**config.mk**
```make
export PLATFORM = sky130hd
export DESIGN_NAME = load_store_unit
export DESIGN_NICKNAME = d
export VERILOG_FILES = /design/src/rtl/load_store_unit.sv
export SDC_FILE = /design/constraint.sdc
export NUM_CORES = 1
export LEC_CHECK = 0
export ABC_AREA = 0
export CORE_MARGIN = 2
export CORE_UTILIZATION = 25
export DETAILED_ROUTE_END_ITERATION = 8
export REMOVE_ABC_BUFFERS = 1
export SLEW_MARGIN = 5
export SYNTH_ARGS = -nofsm -noshare
export SYNTH_HDL_FRONTEND = slang
export SYNTH_SLANG_ARGS = --single-unit
```
**constraint.sdc**
```tcl
create_clock -name i_clk -period 3.63 [get_ports i_clk]
set_clock_uncertainty 0.05 [all_clocks]
set_input_delay 1.089 -clock i_clk [delete_from_list [all_inputs] [get_ports i_clk]]
set_output_delay 1.089 -clock i_clk [all_outputs]
set_load 0.1 [all_outputs]
```
**src/rtl/load_store_unit.sv**
```systemverilog
// flintRV memory-stage load/store unit: one bus transaction per op.
// Optional LOAD_STORE_MISALIGN_TRAP_EN flags misaligned half/word ops.
module load_store_unit #(
  parameter int XLEN = 32
) (
  input  logic            i_clk,
  input  logic            i_rst,
  input  logic            i_valid,
  input  logic            i_we,
  input  logic [2:0]      i_funct3,
  input  logic [XLEN-1:0] i_addr,
  input  logic [XLEN-1:0] i_wdata,
  output logic            o_stall,
  output logic            o_done,
  output logic [XLEN-1:0] o_rdata,
  output logic            o_misaligned,
  output logic            o_dbusReq,
  output logic            o_dbusWe,
  output logic [XLEN-1:0] o_dbusAddr,
  output logic [3:0]      o_dbusBe,
  output logic [XLEN-1:0] o_dbusWdata,
  input  logic            i_dbusAck,
  input  logic [XLEN-1:0] i_dbusRdata
);

  typedef enum logic [1:0] {
    IDLE,
    REQ,
    DONE
  } state_t;

  state_t state, state_nx;

  logic            we_q;
  logic [1:0]      size_q;
  logic            uns_q;
  logic [1:0]      off_q;
  logic [3:0]      be_nx;
  logic [XLEN-1:0] wdata_nx;
  logic [XLEN-1:0] ext;
  logic [7:0]      byte_sel;
  logic [15:0]     half_sel;
  logic            misal;
  logic            issue;

  always_comb begin
    be_nx    = 4'b1111;
    wdata_nx = i_wdata;
    unique case (1'b1)
      i_funct3[1]: begin
        be_nx    = 4'b1111;
        wdata_nx = i_wdata;
      end
      (i_funct3[1:0] == 2'b01): begin
        be_nx    = 4'b0011 << {i_addr[1], 1'b0};
        wdata_nx = {2{i_wdata[15:0]}};
      end
      (i_funct3[1:0] == 2'b00): begin
        be_nx    = 4'b0001 << i_addr[1:0];
        wdata_nx = {4{i_wdata[7:0]}};
      end
    endcase
  end

`ifdef LOAD_STORE_MISALIGN_TRAP_EN
  assign misal = (i_funct3[1:0] == 2'b01 && i_addr[0])
              || (i_funct3[1] && i_addr[1:0] != 2'b00);
`else
  assign misal = 1'b0;
`endif

  assign issue = (state == IDLE) && i_valid && !misal;

  // Extraction works on the offsets captured at issue time.
  always_comb begin
    byte_sel = i_dbusRdata[7:0];
    half_sel = off_q[1] ? i_dbusRdata[31:16] : i_dbusRdata[15:0];
    unique case (off_q)
      2'b00: byte_sel = i_dbusRdata[7:0];
      2'b01: byte_sel = i_dbusRdata[15:8];
      2'b10: byte_sel = i_dbusRdata[23:16];
      2'b11: byte_sel = i_dbusRdata[31:24];
    endcase
    ext = i_dbusRdata;
    unique case (1'b1)
      we_q:
        ext = '0;
      (!we_q && size_q[1]):
        ext = i_dbusRdata;
      (!we_q && size_q == 2'b01):
        ext = {{16{!uns_q && half_sel[15]}}, half_sel};
      (!we_q && size_q == 2'b00):
        ext = {{24{!uns_q && byte_sel[7]}}, byte_sel};
    endcase
  end

  always_comb begin
    state_nx = state;
    unique case (state)
      IDLE: if (issue) state_nx = REQ;
      REQ:  if (i_dbusAck) state_nx = DONE;
      DONE: state_nx = IDLE;
      default: state_nx = IDLE;
    endcase
  end

  always_ff @(posedge i_clk) begin
    if (i_rst) begin
      state       <= IDLE;
      we_q        <= 1'b0;
      size_q      <= 2'b00;
      uns_q       <= 1'b0;
      off_q       <= 2'b00;
      o_dbusAddr  <= '0;
      o_dbusBe    <= 4'b0000;
      o_dbusWdata <= '0;
      o_rdata     <= '0;
    end else begin
      state <= state_nx;
      if (issue) begin
        we_q        <= i_we;
        size_q      <= i_funct3[1:0];
        uns_q       <= i_funct3[2];
        off_q       <= i_addr[1:0];
        o_dbusAddr  <= {i_addr[XLEN-1:2], 2'b00};
        o_dbusBe    <= be_nx;
        o_dbusWdata <= wdata_nx;
      end
      if (state == REQ && i_dbusAck) o_rdata <= ext;
    end
  end

  assign o_stall      = issue || (state == REQ);
  assign o_done       = (state == DONE);
  assign o_misaligned = (state == IDLE) && i_valid && misal;
  assign o_dbusReq    = (state == REQ);
  assign o_dbusWe     = (state == REQ) && we_q;

endmodule

```
==> results of run 1 <==
[cells in the final DEF (no fill, tap or decap), types with 2 or more instances in the layout]
cell,count
or3_1,6
o31ai_1,15
o211ai_1,6
a221oi_1,9
nand2_1,141
o21bai_1,7
nor2b_1,5
o22ai_1,2
clkdlybuf4s50_1,102
or2_2,2
a32o_1,6
conb_1,3
nor2_1,41
clkbuf_16,9
mux2i_1,17
inv_8,4
nand3b_1,30
a21o_1,6
nor3_1,2
o21ai_0,26
a311oi_1,8
dfxtp_1,106
and2_1,2
a211oi_1,10
a22o_1,8
buf_4,116
a21oi_1,97
inv_1,17
and3b_1,2
nand2b_1,4
[how the worst min path moves through the flow]
stage,startpoint,to,slack [ns],cells after the start
after CTS,o_rdata[20],o_rdata[20],0.41,2
after floorplan,off_q[0],off_q[0],0.48,2
after global routing,o_dbusAddr[23],o_dbusAddr[23],0.43,2
after global placement,o_dbusAddr[23],o_dbusAddr[23],0.39,2
final,o_rdata[20],o_rdata[20],0.40,2
after detailed placement,o_dbusAddr[23],o_dbusAddr[23],0.40,2
[power groups by stage]
stage / Sequential (mW) / Clock [mW] / Combinational, mW
final: 1.29 / 1.01 / 1.10
after floorplan: 1.79 / 0 / 0.268
after global routing: 1.30 / 1.09 / 1.16
after global placement: 1.32 / 0 / 1.10
after CTS: 1.29 / 1.05 / 1.11
after detailed placement: 1.32 / 0 / 1.10
[Yosys cell counts, drive strengths merged]
cell type	number	area [um^2]
nor3b	1	7.51
a221oi	9	78.8
o21ai	27	135
nor2	41	154
dfxtp	106	2120
or3	6	37.5
o21bai	7	52.6
and3b	2	17.5
nor3	2	10.0
o211ai	6	45.0
a32o	6	60.1
nand3b	30	225
nand2	142	533
o31ai	16	125
inv	17	63.8
nor2b	5	31.3
nand4bb	1	11.3
a211oi	10	75.1
a311oi	8	70.1
mux4	1	22.5
and2	2	12.5
nand2b	4	25.0
a21o	6	45.0
a21oi	97	485
clkbuf	49	184
or2	2	12.5
a22o	8	70.1
a31o	1	8.76
buf	14	95.1
a221o	1	10.0
o22ai	2	12.5
mux2i	17	170
nor4b	1	15.0
clkinv	1	3.75
conb	1	3.75
[flip-flops by register name (all words and copies together), names as in the netlist]
name / flops
size_q: 2
o_rdata: 32
o_dbusBe: 4
we_q: 1
uns_q: 1
state: 2
o_dbusAddr: 30
off_q: 2
o_dbusWdata: 32
[kinds of logic after synthesis]
| kind of cell | share of synthesized area [%] |
|---|---|
| simple gates | 21.7 |
| compound gates | 25.3 |
| buf+inv | 6.89 |
| mux | 3.83 |
| flops | 42.2 |
| other cells | 0.0745 |
[critical path, stage by stage]
cell and delay [ns]:
clkdlybuf4s50_1 0.43, nor3b_2 0.17, or2_2 0.30, buf_12 0.17
[layer usage]
layer	up-vias	GRT usage [%]	wire length (um)
met2	221	25.1	7770
met4	0	4.26	246
met5	-	0	0
li1	2579	-	-
met3	21	6.11	1710
met1	2385	20.0	7570
[final cells by class]
type	instances	area [um^2]	area share, %
well taps	265	332	4.53
repair buffers	219	1910	26.1
inverters	18	67.6	0.924
multi-input cells	464	2580	35.2
flip-flops and latches	106	2120	29.0
clock inverters	7	78.8	1.08
clock buffers	9	225	3.08
[metrics by stage]
stage | util [%] | instance area (um^2)
floorplan | - | 4760
global placement | 35.8 | 7010
detailed placement | 35.8 | 7010
CTS | 37.3 | 7310
global route | 37.3 | 7310
finish | 37.3 | 7310
==> reports/results.tsv, run 1 <==
metric	value	unit
drcViolationCount	0	
layout.nets	922	
start_util	25.7	%
crit_path_end	o_stall	
vdd_drop_max	0.209	mV
switchingPower	1.36	mW
n_antenna_cell	0	
synthCells	649	
rsz0062_at_grt	no	
dp_cells	1072	
grt_max_degree	93	
setup_violations	0	
nFillCells	2074	
leakage	2.96	nW
clk_path_buf_depth	2	
ios	209	
post-cts-setup-buffer-count	0	
wirelength	17.3	mm
rr_startpoint	off_q[1]	
p_sw_share	40.0	%
ys_ff_latch	106	
gr-total-overflow	0	
hpwl	12.4	mm
pwr-share-clk	29.6	%
tightestPinTransition	0.922	ns
required	2.49	ns
die-area	21300	um^2
holdCritPathClass	register to register	
antenna_left	0	
crit_type	input pin to primary output	
hold_violations	0	
clkTransAtPathRegs	0.08	ns
vias	5206	
gp_routability_congestion	0.767	
numPortBuffers	205	
drtPass1Iterations	5	
final_cell_count_no_fill	1088	
critPathCaptureType	primary output	
reg2reg_depth	4	
drtIter0Drc	256	
holdWs	0.405	ns
cts.repair.resized	0	
r2r_end	o_rdata[16]	
place_ws	0.329	ns
seqPwrFrac	38.0	%
numCtsBuffers	9	
total_power	3.40	mW
grt_pass1_vias	4920	
relSlewSlack	38.5	%
core_region_area	19600	um^2
insertion_delay	0.35	ns
routedWlPerCell	15.9	um
drive_above_1_share	17.1	%
path_max_fanout	2	
ctsRootBufferMaster	clkbuf_16	
r2r_slack	1.36	ns
antenna_found_initial	0	
arrival	2.16	ns
die_y	146	um
seq_area_frac_synth	42.2	%
min_period_over_period	91.0	%
synth_area_per_cell	7.75	um^2
p_per_area	465	nW/um^2
synthToLayoutAreaGrowth	45.4	%
cts.sinks	106	
die_x	146	um
via_per_inst	4.78	
cts_tree	built	
grt_pass1_wl	27.3	mm
worst_setup_path_start_kind	input pin	
fin_setup_tns	0	ns
track_usage	15.8	%
synth.distinct_cells	41	
startpoint	i_valid	
status	finished clean	
synth_area	5030	um^2
row_count	51	
fin_ws	0.327	ns
yosys_warnings	0	
slew_violations	0	
drv_cap	0	
combPwrFrac	32.4	%
fmax	303	MHz
fin_crit	3.30	ns
cts_hold_buf	0	
htreeDepth	3	
power.internal	2.04	mW
Note: power is estimated with default switching activity, not from simulation.
==> run 2: changes to the inputs <==
Settings changed: DONT_BUFFER_PORTS from default to 1.
==> run 2 against run 1 <==
  * Sequential power increased by 38%
  * Setup slack improved by 0.43 ns
  * Count of clock-buffer cells in the layout unchanged
  * Global-route usage decreased by 1.2 points
  * Cell count decreased by 19%
  * Sequential cell count unchanged
  * Via count decreased by 14%
  * Routed wire length decreased by 7.7%
  * Largest power group unchanged
  * Highest routed layer unchanged
==> reports/results.tsv, run 2 (synthesis gave the netlist of run 1 again) <==
metric	value	unit
place_ws	0.756	ns
clkTransAtPathRegs	0.08	ns
cts.sinks	106	
drtPass1Iterations	5	
status	finished clean	
hold_violations	0	
pwr-share-clk	33.9	%
fin_crit	2.87	ns
dpl_cell_area	5200	um^2
setup_violations	0	
min_period_over_period	79.2	%
final_cell_count_no_fill	882	
reg_top3	o_dbusWdata: 32 flops, o_rdata: 32 flops, o_dbusAddr: 30 flops	
insertion_delay	0.36	ns
via_per_inst	5.10	
crit_type	input pin to primary output	
core_region_area	19600	um^2
grt_max_degree	103	
vdd_drop_max	0.287	mV
crit_chain	nor3b_2 > or2_2	
numCtsBuffers	9	
design_area	5530	um^2
gp_routability_congestion	0.821	
fmax	348	MHz
hpwl	10.8	mm
startpoint	i_valid	
holdWs	0.570	ns
numPortBuffers	0	
n_antenna_cell	0	
drv_cap	0	
p_per_area	580	nW/um^2
row_count	51	
hold_start	off_q[0]	
clk_path_buf_depth	2	
dp_cells	866	
leakage	2.02	nW
antenna_left	0	
cts_hold_buf	0	
gr-total-overflow	0	
post-cts-setup-buffer-count	0	
cts_tree	built	
wirelength	16.0	mm
rr_startpoint	size_q[1]	
fin_ws	0.756	ns
power.internal	1.92	mW
switchingPower	1.29	mW
tightestPinTransition	1.03	ns
required	2.49	ns
die_x	146	um
start_util	25.7	%
routedWlPerCell	18.1	um
p_sw_share	40.1	%
drcViolationCount	0	
critPathCaptureType	primary output	
worst_setup_path_start_kind	input pin	
cp_slowest_stage_delay	0.51	ns
antenna_found_initial	0	
vias	4496	
ios	209	
final_common_cell	nand2_1	
combPwrFrac	10.6	%
path_max_fanout	2	
drtIter0Drc	237	
critPathSlowestCell	or2_2	
drive_above_1_share	6.32	%
arrival	1.73	ns
track_usage	14.6	%
relSlewSlack	31.3	%
final_core_util	28.2	%
slew_violations	0	
htreeDepth	3	
synthToLayoutAreaGrowth	9.95	%
die_y	146	um
grt_pass1_vias	4267	
layout.nets	716	
worst-path-buf-inv	0	
seqPwrFrac	55.5	%
crit_family	simple AND/OR/NAND/NOR gates	
die-area	21300	um^2
cts.repair.resized	0	
final_cell_mix	nand2_1, dfxtp_1, a21oi_1	
grt_pass1_wl	24.5	mm
rsz0062_at_grt	no	
holdCritPathClass	register to register	
ctsRootBufferMaster	clkbuf_16	
run 2: path summary, 6_finish.rpt:
kind | end | slack (ns) | cells after the start
setup / recovery | o_stall | 0.76 | 2
hold / removal | off_q[0] | 0.57 | 2
setup reg to reg | o_rdata[8] | 1.42 | 5
hold reg to reg | off_q[0] | 0.57 | 2
run 2: power by group through the flow:
stage	sequential, mW	clock, mW	combinational (mW)
after floorplan	1.79	0	0.268
after global placement	1.81	0	0.335
after detailed placement	1.81	0	0.343
after CTS	1.78	1.14	0.343
after global routing	1.79	1.18	0.382
final	1.78	1.09	0.341
run 2: final cells by class:
class | count | area (um^2)
Timing Repair Buffer | 13 | 97.6
Sequential cell | 106 | 2120
Fill cell | 2146 | 14100
Clock inverter | 7 | 105
Clock buffer | 9 | 225
Tap cell | 265 | 332
Multi-Input combinational cell | 464 | 2580
Inverter | 18 | 67.6
run 2: through the flow:
| step | total power [mW] | TNS, ns |
|---|---|---|
| after floorplan | 2.06 | -206.04 |
| after global placement | 2.14 | 0 |
| after detailed placement | 2.15 | 0 |
| after CTS | 3.27 | 0 |
| after global routing | 3.35 | 0 |
| final | 3.21 | 0 |
run 2: routing by layer:
layer	wire length (um)	share of wire [%]	track usage, %
met5	0	0	0
met4	163	1.0	2.99
met3	2120	13	7.90
met2	7290	46	23.4
met1	6380	40	17.5
==> run 3: changes to the inputs <==
Clock period 3.63 ns to 2.6 ns, I/O delays scaled along.
==> run 3 against run 2 <==
  * Via count increased by 7.5%
  * Critical path type is now register to primary output
  * Sequential share of layout area decreased by 5.0 points
  * Sequential power hardly changed
  * Global-route usage grew 0.65 points
  * Total power increased by 43%
  * Sequential cell count stayed put
  * Largest cell class unchanged
  * First-iteration DRC count increased by 18%
  * Cell count increased by 12%
  * Setup slack got worse by 0.53 ns
==> reports/results.tsv, run 3 (synthesis gave the netlist of run 1 again) <==
metric	value	unit
status	finished clean	
nFillCells	2113	
setup_violations	0	
clk_path_buf_depth	2	
grt_pass1_vias	4662	
vdd_drop_max	0.340	mV
track_usage	15.3	%
vias	4834	
grt_pass1_wl	25.8	mm
cts.sinks	106	
start_util	25.7	%
die_y	146	um
routedWlPerCell	17.0	um
core_region_area	19600	um^2
grt_max_degree	103	
critPathSlowestCell	dfxtp_1	
required	1.77	ns
fin_ws	0.228	ns
p_sw_share	40.4	%
fmax	422	MHz
worst_setup_path_start_kind	register	
insertion_delay	0.36	ns
power.internal	2.73	mW
fin_crit	2.37	ns
die_x	146	um
holdCritPathClass	register to register	
tightestPinTransition	0.726	ns
hpwl	11.5	mm
total_power	4.59	mW
antenna_found_initial	0	
die-area	21300	um^2
crit_chain	nor2b_2 > and2_1 > buf_4	
final_common_cell	nand2_1	
ctsRootBufferMaster	clkbuf_16	
place_ws	0.350	ns
antenna_left	0	
wirelength	16.8	mm
seqPwrFrac	38.5	%
switchingPower	1.86	mW
cts_tree	built	
seq_area	2120	um^2
gp_routability_congestion	0.810	
cts_hold_buf	0	
final_cell_mix	nand2_1, buf_4, dfxtp_1	
pwr-share-clk	31.9	%
via_per_inst	4.90	
p_per_area	722	nW/um^2
reg_top3	o_dbusWdata: 32 flops, o_rdata: 32 flops, o_dbusAddr: 30 flops	
row_count	51	
layout.nets	820	
min_period_over_period	91.2	%
synthToLayoutAreaGrowth	26.4	%
multi_input_area	2580	um^2
slew_violations	0	
leakage	2.58	nW
drtIter0Drc	279	
drv_cap	0	
combPwrFrac	29.6	%
clkTransAtPathRegs	0.08	ns
gr-total-overflow	0	
drcViolationCount	0	
htreeDepth	3	
path_max_fanout	6	
final_core_util	32.5	%
drtPass1Iterations	4	
cts.repair.resized	0	
dpl_cell_area	6030	um^2
hold_violations	0	
numCtsBuffers	9	
crit_type	register to primary output	
arrival	1.54	ns
drive_above_1_share	19.8	%
rsz0062_at_grt	no	
critPathCaptureType	primary output	
post-cts-setup-buffer-count	0	
relSlewSlack	51.6	%
ios	209	
numPortBuffers	0	
design_area	6360	um^2
cp_slowest_stage_delay	0.44	ns
[run 3: final cells by class]
cell class	instances	area share, %
Multi-Input combinational cell	464	40.6
Tap cell	265	5.21
Timing Repair Buffer	117	14.6
Clock inverter	7	1.59
Antenna cell	1	0.0393
Sequential cell	106	33.4
Inverter	18	1.06
Clock buffer	9	3.54
[run 3: critical path: cells and delay by family (launching register included)]
family	cells	cell delay (ns)
simple gates	2	0.45
flops	1	0.44
buf+inv	1	0.29
[run 3: path summary, 6_finish.rpt]
check	from	end	slack, ns	depth (start not counted)
worst min register to register	o_rdata[23]	o_rdata[23]	0.41	2
worst min-delay path	o_rdata[23]	o_rdata[23]	0.41	2
worst max-delay path	state[0]	o_dbusWe	0.23	3
worst max register to register	we_q	o_rdata[30]	0.58	5
[run 3: through the flow]
step / instances / TNS, ns / hold slack [ns]
6_report: 987 / 0 / 0.406
5_1_grt: 986 / 0 / 0.418
4_1_cts: 986 / 0 / 0.403
3_5_place_dp: 970 / 0 / 0.392
3_3_place_gp: 970 / 0 / 0.388
2_1_floorplan: 588 / -276.04 / 0.479
[run 3: routing by layer]
metal  GRT usage (%)  part of all wire, %  routed length [um]  up-vias
met2            24.9                   46                7780      232
li1                -                    -                   -     2377
met4            3.77                  1.0                 168        0
met3            7.05                   12                2090       16
met5               0                    0                   0        -
met1            18.3                   40                6710     2209
[run 3: power groups by stage]
| stage | clock network, mW | logic [mW] | registers, mW |
|---|---|---|---|
| floorplan | 0 | 0.374 | 2.50 |
| global placement | 0 | 1.35 | 1.80 |
| detailed placement | 0 | 1.36 | 1.81 |
| CTS | 1.52 | 1.36 | 1.77 |
| global route | 1.58 | 1.43 | 1.78 |
| finish | 1.47 | 1.36 | 1.77 |
